===== src/rtl/core_run_ctrl_if.sv =====
// Host program-load stream: valid/ready handshake carrying instruction words.
// The host side is the master; core_run_ctrl is the slave.
interface core_run_ctrl_if;
   localparam int unsigned DATA_W = 32;

   logic              host_valid;
   logic              host_ready;
   logic [DATA_W-1:0] host_data;
   logic              host_last;

   modport master (output host_valid, output host_data, output host_last, input host_ready);
   modport slave  (input host_valid, input host_data, input host_last, output host_ready);
endinterface


===== src/rtl/core_run_ctrl.sv =====
// Run controller for riscv_core: loads a program into imem, then holds the core in reset,
// runs it for a cycle budget and reports completion. Define RUN_CTRL_HALT_EN for a core_halt exit.
module core_run_ctrl #(
   parameter int unsigned IMEM_DEPTH = 64,
   parameter int unsigned ADDR_W     = 6,
   parameter int unsigned CYCLE_W    = 16
) (
   input  logic               clk,
   input  logic               rst_n,
   core_run_ctrl_if.slave     host,
   input  logic               start,
   input  logic [CYCLE_W-1:0] cycle_budget,
`ifdef RUN_CTRL_HALT_EN
   input  logic               core_halt,
`endif
   output logic               imem_we,
   output logic [ADDR_W-1:0]  imem_addr,
   output logic [31:0]        imem_wdata,
   output logic               core_rst,
   output logic               busy,
   output logic               done,
   output logic [ADDR_W:0]    loaded_words,
   output logic [CYCLE_W-1:0] cycles,
   output logic               err
);

   localparam int unsigned       CNT_W     = ADDR_W + 1;
   localparam logic [ADDR_W-1:0] LAST_ADDR = ADDR_W'(IMEM_DEPTH - 1);

   typedef enum logic [2:0] {S_IDLE, S_LOAD, S_HOLD, S_RUN, S_DONE} state_t;

   state_t             state_q, state_nxt;
   logic [ADDR_W-1:0]  ptr_q, ptr_nxt;
   logic [CYCLE_W-1:0] budget_q, budget_nxt;
   logic [CYCLE_W-1:0] cycles_q, cycles_nxt;
   logic               hold_q, hold_nxt;
   logic [CNT_W-1:0]   loaded_q, loaded_nxt;
   logic               err_q, err_nxt;

   logic               ready_c;
   logic               accept_c;
   logic [ADDR_W-1:0]  wr_addr_c;
   logic [CYCLE_W-1:0] cycles_inc_c;
   logic               halt_c;

`ifdef RUN_CTRL_HALT_EN
   assign halt_c = core_halt;
`else
   assign halt_c = 1'b0;
`endif

   // State and datapath registers
   always_ff @(posedge clk or negedge rst_n) begin
      if (!rst_n) begin
         state_q  <= S_IDLE;
         ptr_q    <= '0;
         budget_q <= '0;
         cycles_q <= '0;
         hold_q   <= 1'b0;
         loaded_q <= '0;
         err_q    <= 1'b0;
      end else begin
         state_q  <= state_nxt;
         ptr_q    <= ptr_nxt;
         budget_q <= budget_nxt;
         cycles_q <= cycles_nxt;
         hold_q   <= hold_nxt;
         loaded_q <= loaded_nxt;
         err_q    <= err_nxt;
      end
   end

   // Next-state and datapath updates
   always_comb begin
      state_nxt    = state_q;
      ptr_nxt      = ptr_q;
      budget_nxt   = budget_q;
      cycles_nxt   = cycles_q;
      hold_nxt     = hold_q;
      loaded_nxt   = loaded_q;
      err_nxt      = err_q;
      ready_c      = (state_q == S_IDLE) || (state_q == S_LOAD);
      accept_c     = ready_c && host.host_valid;
      wr_addr_c    = (state_q == S_IDLE) ? '0 : ptr_q;
      cycles_inc_c = (cycles_q == '1) ? cycles_q : cycles_q + CYCLE_W'(1);

      unique case (state_q)
         S_IDLE, S_LOAD: begin
            if (accept_c) begin
               if (state_q == S_IDLE) err_nxt = 1'b0;
               ptr_nxt = wr_addr_c + ADDR_W'(1);
               if (host.host_last) begin
                  loaded_nxt = {1'b0, wr_addr_c} + CNT_W'(1);
                  state_nxt  = S_IDLE;
               end else if (wr_addr_c == LAST_ADDR) begin
                  err_nxt    = 1'b1;
                  loaded_nxt = '0;
                  state_nxt  = S_IDLE;
               end else begin
                  state_nxt  = S_LOAD;
               end
            end else if ((state_q == S_IDLE) && start && (loaded_q != '0)) begin
               // A word in the same cycle took the accept branch above, so load wins
               budget_nxt = cycle_budget;
               cycles_nxt = '0;
               hold_nxt   = 1'b0;
               state_nxt  = S_HOLD;
            end
         end
         S_HOLD: begin
            if (hold_q) begin
               hold_nxt  = 1'b0;
               state_nxt = (budget_q == '0) ? S_DONE : S_RUN;
            end else begin
               hold_nxt  = 1'b1;
            end
         end
         S_RUN: begin
            if (halt_c) begin
               state_nxt = S_DONE;
            end else begin
               cycles_nxt = cycles_inc_c;
               if (cycles_inc_c == budget_q) state_nxt = S_DONE;
            end
         end
         S_DONE:  state_nxt = S_IDLE;
         default: state_nxt = S_IDLE;
      endcase
   end

   assign host.host_ready = ready_c;
   assign imem_we         = accept_c;
   assign imem_addr       = wr_addr_c;
   assign imem_wdata      = host.host_data;
   assign core_rst        = (state_q != S_RUN);
   assign busy            = (state_q != S_IDLE);
   assign done            = (state_q == S_DONE);
   assign loaded_words    = loaded_q;
   assign cycles          = cycles_q;
   assign err             = err_q;

endmodule


===== src/flat_wrapper.sv =====
// flat-port wrapper written by rule: the top's interface ports become plain ports
module core_run_ctrl_flat 
#(
   parameter int unsigned IMEM_DEPTH = 64,
   parameter int unsigned ADDR_W     = 6,
   parameter int unsigned CYCLE_W    = 16
)
  (clk, rst_n, start, cycle_budget, imem_we, imem_addr, imem_wdata, core_rst, busy, done, loaded_words, cycles, err, host_host_valid, host_host_data, host_host_last, host_host_ready);
  core_run_ctrl_if host_i ();
  input  logic clk;
  input  logic rst_n;
  input  logic start;
  input  logic [CYCLE_W-1:0] cycle_budget;
  output logic imem_we;
  output logic [ADDR_W-1:0] imem_addr;
  output logic [31:0] imem_wdata;
  output logic core_rst;
  output logic busy;
  output logic done;
  output logic [ADDR_W:0] loaded_words;
  output logic [CYCLE_W-1:0] cycles;
  output logic err;
  input wire logic [$bits(host_i.host_valid)-1:0] host_host_valid;
  input wire logic [$bits(host_i.host_data)-1:0] host_host_data;
  input wire logic [$bits(host_i.host_last)-1:0] host_host_last;
  output wire logic [$bits(host_i.host_ready)-1:0] host_host_ready;
  assign host_i.host_valid = host_host_valid;
  assign host_i.host_data = host_host_data;
  assign host_i.host_last = host_host_last;
  assign host_host_ready = host_i.host_ready;
  core_run_ctrl #(.IMEM_DEPTH(IMEM_DEPTH), .ADDR_W(ADDR_W), .CYCLE_W(CYCLE_W)) u_core (.clk(clk), .rst_n(rst_n), .host(host_i), .start(start), .cycle_budget(cycle_budget), .imem_we(imem_we), .imem_addr(imem_addr), .imem_wdata(imem_wdata), .core_rst(core_rst), .busy(busy), .done(done), .loaded_words(loaded_words), .cycles(cycles), .err(err));
endmodule

===== config.mk =====
export PLATFORM = sky130hd
export DESIGN_NAME = core_run_ctrl_flat
export DESIGN_NICKNAME = d
export VERILOG_FILES = /design/src/rtl/core_run_ctrl_if.sv /design/src/rtl/core_run_ctrl.sv /design/src/flat_wrapper.sv
export SDC_FILE = /design/constraint.sdc
export NUM_CORES = 1
export LEC_CHECK = 0
export CAP_MARGIN = 5
export CORE_UTILIZATION = 46
export CTS_CLUSTER_SIZE = 30
export DETAILED_ROUTE_END_ITERATION = 10
export PLACE_DENSITY = 0.82
export SLEW_MARGIN = 20
export SYNTH_ARGS = -nofsm -noshare
export SYNTH_HDL_FRONTEND = slang
export SYNTH_SLANG_ARGS = --single-unit

===== constraint.sdc =====
create_clock -name clk -period 3.4 [get_ports clk]
set_clock_uncertainty 0.2 [all_clocks]
set_input_delay 0.34 -clock clk [delete_from_list [all_inputs] [get_ports clk]]
set_output_delay 0.34 -clock clk [all_outputs]
set_load 0.01 [all_outputs]

Word-level counts from Yosys, hierarchy flattened
Index checks and enable logic that the tools add are counted.
- register bits after elaboration: 50
- bits of input ports: 53
- output and inout port bits: 67
- logic and storage cells: 64
- equal/unequal tests: 13
- reduce and logical (&&, ||, !) cells: 18
- bitwise gates (word level): 1
- multiplexer cells: 22
- add/subtract/negate cells: 3
- operator list (cell ; number):
    $mux W16 ; 3
    $pmux W16 S2 ; 1
    $mux W3 ; 6
    $add A16 B1 Y16 const B ; 1
    $eq A16 B16 Y1 ; 1
    $eq A16 B16 Y1 const B ; 1
    $logic_not A16 Y1 ; 1
    $reduce_and A3 Y1 ; 5
    $mux W7 ; 2
    $pmux W3 S3 ; 1
    $add A6 B1 Y7 const B ; 1
    $mux W1 ; 7
    $reduce_bool A7 Y1 ; 1
    $add A6 B1 Y6 const B ; 1
    $eq A3 B2 Y1 const B ; 2
    $eq A6 B6 Y1 const B ; 1
    $mux W6 ; 1
    $ne A2 B1 Y1 const B ; 3
    $ne A3 B2 Y1 const B ; 2
    $reduce_bool A2 Y1 ; 3
    $eq A3 B1 Y1 const B ; 1
    $eq A3 B3 Y1 const B ; 1
    $logic_and A1 B1 Y1 ; 3
    $logic_not A3 Y1 ; 1
    7 further kinds ; 7

Depth between registers and ports, before layout
- word-level depth: 7
- mapped depth: 10
- depth with buffers taken out: 9

Least setup slack after synthesis
OpenSTA, ideal clock, no wires.
- kind: reg2reg
- start point: register u_core.cycles_q[0], in the netlist u_core.cycles[0]
- end point: register u_core.state_q[1]
- cell stages (with the launch flop): 11
- slack: 0.296 ns
- required time: 3.066 ns
- buffers on the path: 1
- period minus slack after synthesis: 3.104 ns
- data arrival time: 2.771 ns
- cell sequence: dfrtp_1 > ha_1 > and3_1 > buf_2 > nand4_2 > nand4_1 > xnor2_1 > or4_1 > or4_1 > o21ai_0 > a22oi_1
- longest elaborated chain between the ends: 5
- RTL lines (what ; line ; RTL):
    start, declared ; core_run_ctrl.sv:35 ; logic [CYCLE_W-1:0] cycles_q, cycles_nxt;
    start signal, assigned ; core_run_ctrl.sv:66 ; cycles_q <= cycles_nxt;
    $add A16 B1 Y16 or $eq A16 B16 Y1 (tied branches) ; core_run_ctrl.sv:85 ; cycles_inc_c = (cycles_q == '1) ? cycles_q : cycles_q + CYCLE_W'(1);
    $mux W16 (*) ; core_run_ctrl.sv:85 ;
    $eq A16 B16 Y1 (*) ; core_run_ctrl.sv:123 ; if (cycles_inc_c == budget_q) state_nxt = S_DONE;
    $ne A2 B1 Y1 (no source line) (*) ; -- ;
    $reduce_and A3 Y1 (no source line) (*) ; -- ;
    end signal, assigned ; core_run_ctrl.sv:63 ; state_q <= state_nxt;
    end, declared ; core_run_ctrl.sv:32 ; state_t state_q, state_nxt;
Every way passes the cells marked *; elsewhere a longest branch is shown, timed or not.
A chain may end at the register's enable or synchronous reset.

Worst setup path after layout
- start point: register u_core.cycles_q[1], in the netlist u_core.cycles[1]
- end point: register u_core.state_q[1]
The elaborated chain is that of the path after synthesis.

==> results.md <==
- GRT Total Usage: 0.243
- Synth area leader: dfrtp_1
- Die area: 7600 um^2
- Drt total wl: 9.02 mm
- Post-CTS Setup Bufs: 0
- Synthesis-to-layout area growth: 17.8%
- CTS max path bufs: 2
- CP Capture Type: flip-flop
- Grt met2 use: 0.386
- Largest net degree at the start of global routing: 31
- DP HPWL: 6.68 mm
- Slew margin rel.: 0.525
- # setup viols final: 0
- Antenna violations before repair: 0
- GR peak layer: met2
- Synth Net Count: 440
- Syn. warnings: 0
- Post-synth top area share: 0.375
- CP max stage delay: 0.57 ns
- FF+latch count, synth: 50
- Nets: 470
- Slew @ Worst Pin: 0.712 ns
- Placer congestion estimate: 0.954
- ANT nets after route: 0
- Power Density: 666 nW/um^2
- Crit-path max FO: 7
- Most frequent cells in the layout: 54 x clkdlybuf4s50_1, 49 x dfrtp_1, 42 x nand2_1, 22 x nor2_1, 22 x o21ai_0
- Worst IR Drop VDD: 451 uV
- Kind of critical path: flip-flop to flip-flop
- Fin crit share: 0.932
- Most numerous cell on the critical path: or4_1
- Vias in the first global route: 2960
- Cell Rows: 30
- Worst min-delay path category: flip-flop to flip-flop
- Drt wl/cell: 17.6 um
- # IOs: 120
- Routed vias: 3143
- Critical path's slowest cell: or4_1
- CP startpoint kind: flip-flop
- Routing usage on met1: 0.329
- Fill cell count: 653
- Final Critical Period: 3.17 ns
- Setup TNS: 0 ns
- Synth async-reset ratio: 1.00
- Post-Synthesis Cells: 385
- Hold Violations, Final: 0
- Global-route wire length before repair: 14.4 mm
- H-tree depth: 2
- Overall die height: 87.2 um
- Clock Pin Slew Worst Setup and Hold Paths: 0.09 ns
- Syn Std Cell Area: 3340 um^2
- Grt ovf: 0
- Status: finished, final reports clean
- Most common flop cell mapped by yosys: dfrtp_1
- Initial DRC count: 227
- Register area share after synthesis: 0.375
- EDFF count, synth: 0
- Share of cells above drive strength 1: 0.125
- DR vias/cell: 6.15
- Initial core utilization: 0.483
- # DRC: 0
- Leakage Power: 1.59 nW
- RSZ-0062 raised after global routing: no
- Synth top area cells: dfrtp_1 37%, buf_4 7.4%, mux2_2 4.7%
- Worst Path Required: 3.39 ns
- Clk sinks: 50
- DRT Pass-1 Iters: 6
- Syn_area_per_cell: 8.67 um^2
- CTS tree: done
- Root Buffer: clkbuf_8
- Core area: 6910 um^2
- Chip width: 87.2 um
- Most common cell after layout, fill and taps aside: clkdlybuf4s50_1
- M3 GR Usage: 0.0502
- Overall power: 2.62 mW
- Max-slew violation count: 0
- Worst-path cell chain: ha_1 > buf_4 > nand3_1 > nor2_4 > and4_1 > nor2_1 > or4_1 > or4_1 > o21ai_1 > a22oi_1
- CP Data Arrival Time: 3.16 ns
- Port Buf Inserts: 55
- Max Fclk: 316 MHz
- MaxCap Viol Count: 0
- Num CTS Buffers: 5
- Yosys cell types: 62
- Later-pin clock latency in the skew report: 0.31 ns
- N_diodes: 0
## cells by family (layout without fill, tap and decap cells)
kind of cell / Yosys count / count (layout) / synth area share
compound gates: 95 / 95 / 0.185
xor+xnor: 14 / 14 / 0.0367
fa+ha+maj: 2 / 2 / 0.00750
buf+inv: 61 / 91 / 0.108
flops: 50 / 50 / 0.375
mux: 15 / 15 / 0.0502
simple gates: 148 / 148 / 0.237
## cells in the mapped netlist (all sizes together), types with 9 or more instances
cell    instances
a21oi          21
buf            39
clkbuf         13
dfrtp          50
mux2           14
nand2          42
nand3          12
nand4          13
nor2           23
nor3           11
nor4            9
o21ai          24
o31ai           9
## critical path: cells and delay by family, from the launching register on
kind / cells / cell delay (ns)
flops: 1 / 0.48
fa+ha+maj: 1 / 0.20
buf+inv: 1 / 0.14
compound gates: 2 / 0.29
simple gates: 6 / 1.74
## per-stage QoR
stage	cell area, um^2	hold WS (ns)	std cells	worst slack [ns]	util
global placement	3820	0.224	503	0.198	0.553
global route	3930	0.358	511	0.0505	0.569
floorplan	3340	-0.156	385	0.296	-
detailed placement	3820	0.237	503	0.0595	0.553
finish	3930	0.325	511	0.231	0.569
CTS	3910	0.330	511	0.0547	0.566
## what timing repair did
action | CTS | global route
endpoints found under the hold margin | 29 | 0
setup endpoints to repair | 0 | 3
hold buffers | 1 | 0
resized for setup | 0 | 6
## sequential cells by signal, indices dropped and copies added, names as in the netlist
register / count
u_core.cycles: 16
u_core.ptr_q: 6
u_core.err: 1
u_core.loaded_words: 7
u_core.state_q: 3
u_core.budget_q: 16
u_core.hold_q: 1
## worst paths after layout
| path | start | endpoint | slack, ns | cells after the start |
|---|---|---|---|---|
| min in group asynchronous | rst_n | u_core.budget_q[1] | 0.41 | 2 |
| setup / recovery | u_core.cycles[1] | u_core.state_q[1] | 0.23 | 10 |
| hold / removal | u_core.loaded_words[2] | u_core.loaded_words[2] | 0.33 | 2 |
| hold reg to reg | u_core.loaded_words[2] | u_core.loaded_words[2] | 0.33 | 2 |
| max in group asynchronous | rst_n | u_core.budget_q[15] | 1.85 | 3 |
| setup reg to reg | u_core.cycles[1] | u_core.state_q[1] | 0.23 | 10 |
## routing by layer
| layer | part of all wire | wire, um |
|---|---|---|
| met2 | 0.47 | 4230 |
| met3 | 0.080 | 720 |
| met4 | 0.020 | 184 |
| met1 | 0.43 | 3880 |
| met5 | 0 | 0 |
## final cells by class
type | count | area, um^2 | area share
multi-input combinational | 274 | 1740 | 0.443
sequential | 50 | 1250 | 0.319
timing repair buffer | 75 | 698 | 0.178
tap | 96 | 120 | 0.0306
clock buffer | 5 | 68.8 | 0.0175
inverter | 9 | 33.8 | 0.00860
clock inverter | 2 | 13.8 | 0.00350
## report_power, final
group	switching (mW)	total (mW)	internal, mW
clock network	0.204	0.346	0.143
logic	0.644	1.23	0.585
registers	0.267	1.04	0.775
total	1.11	2.62	1.50
(Power assumes the default switching activity.)
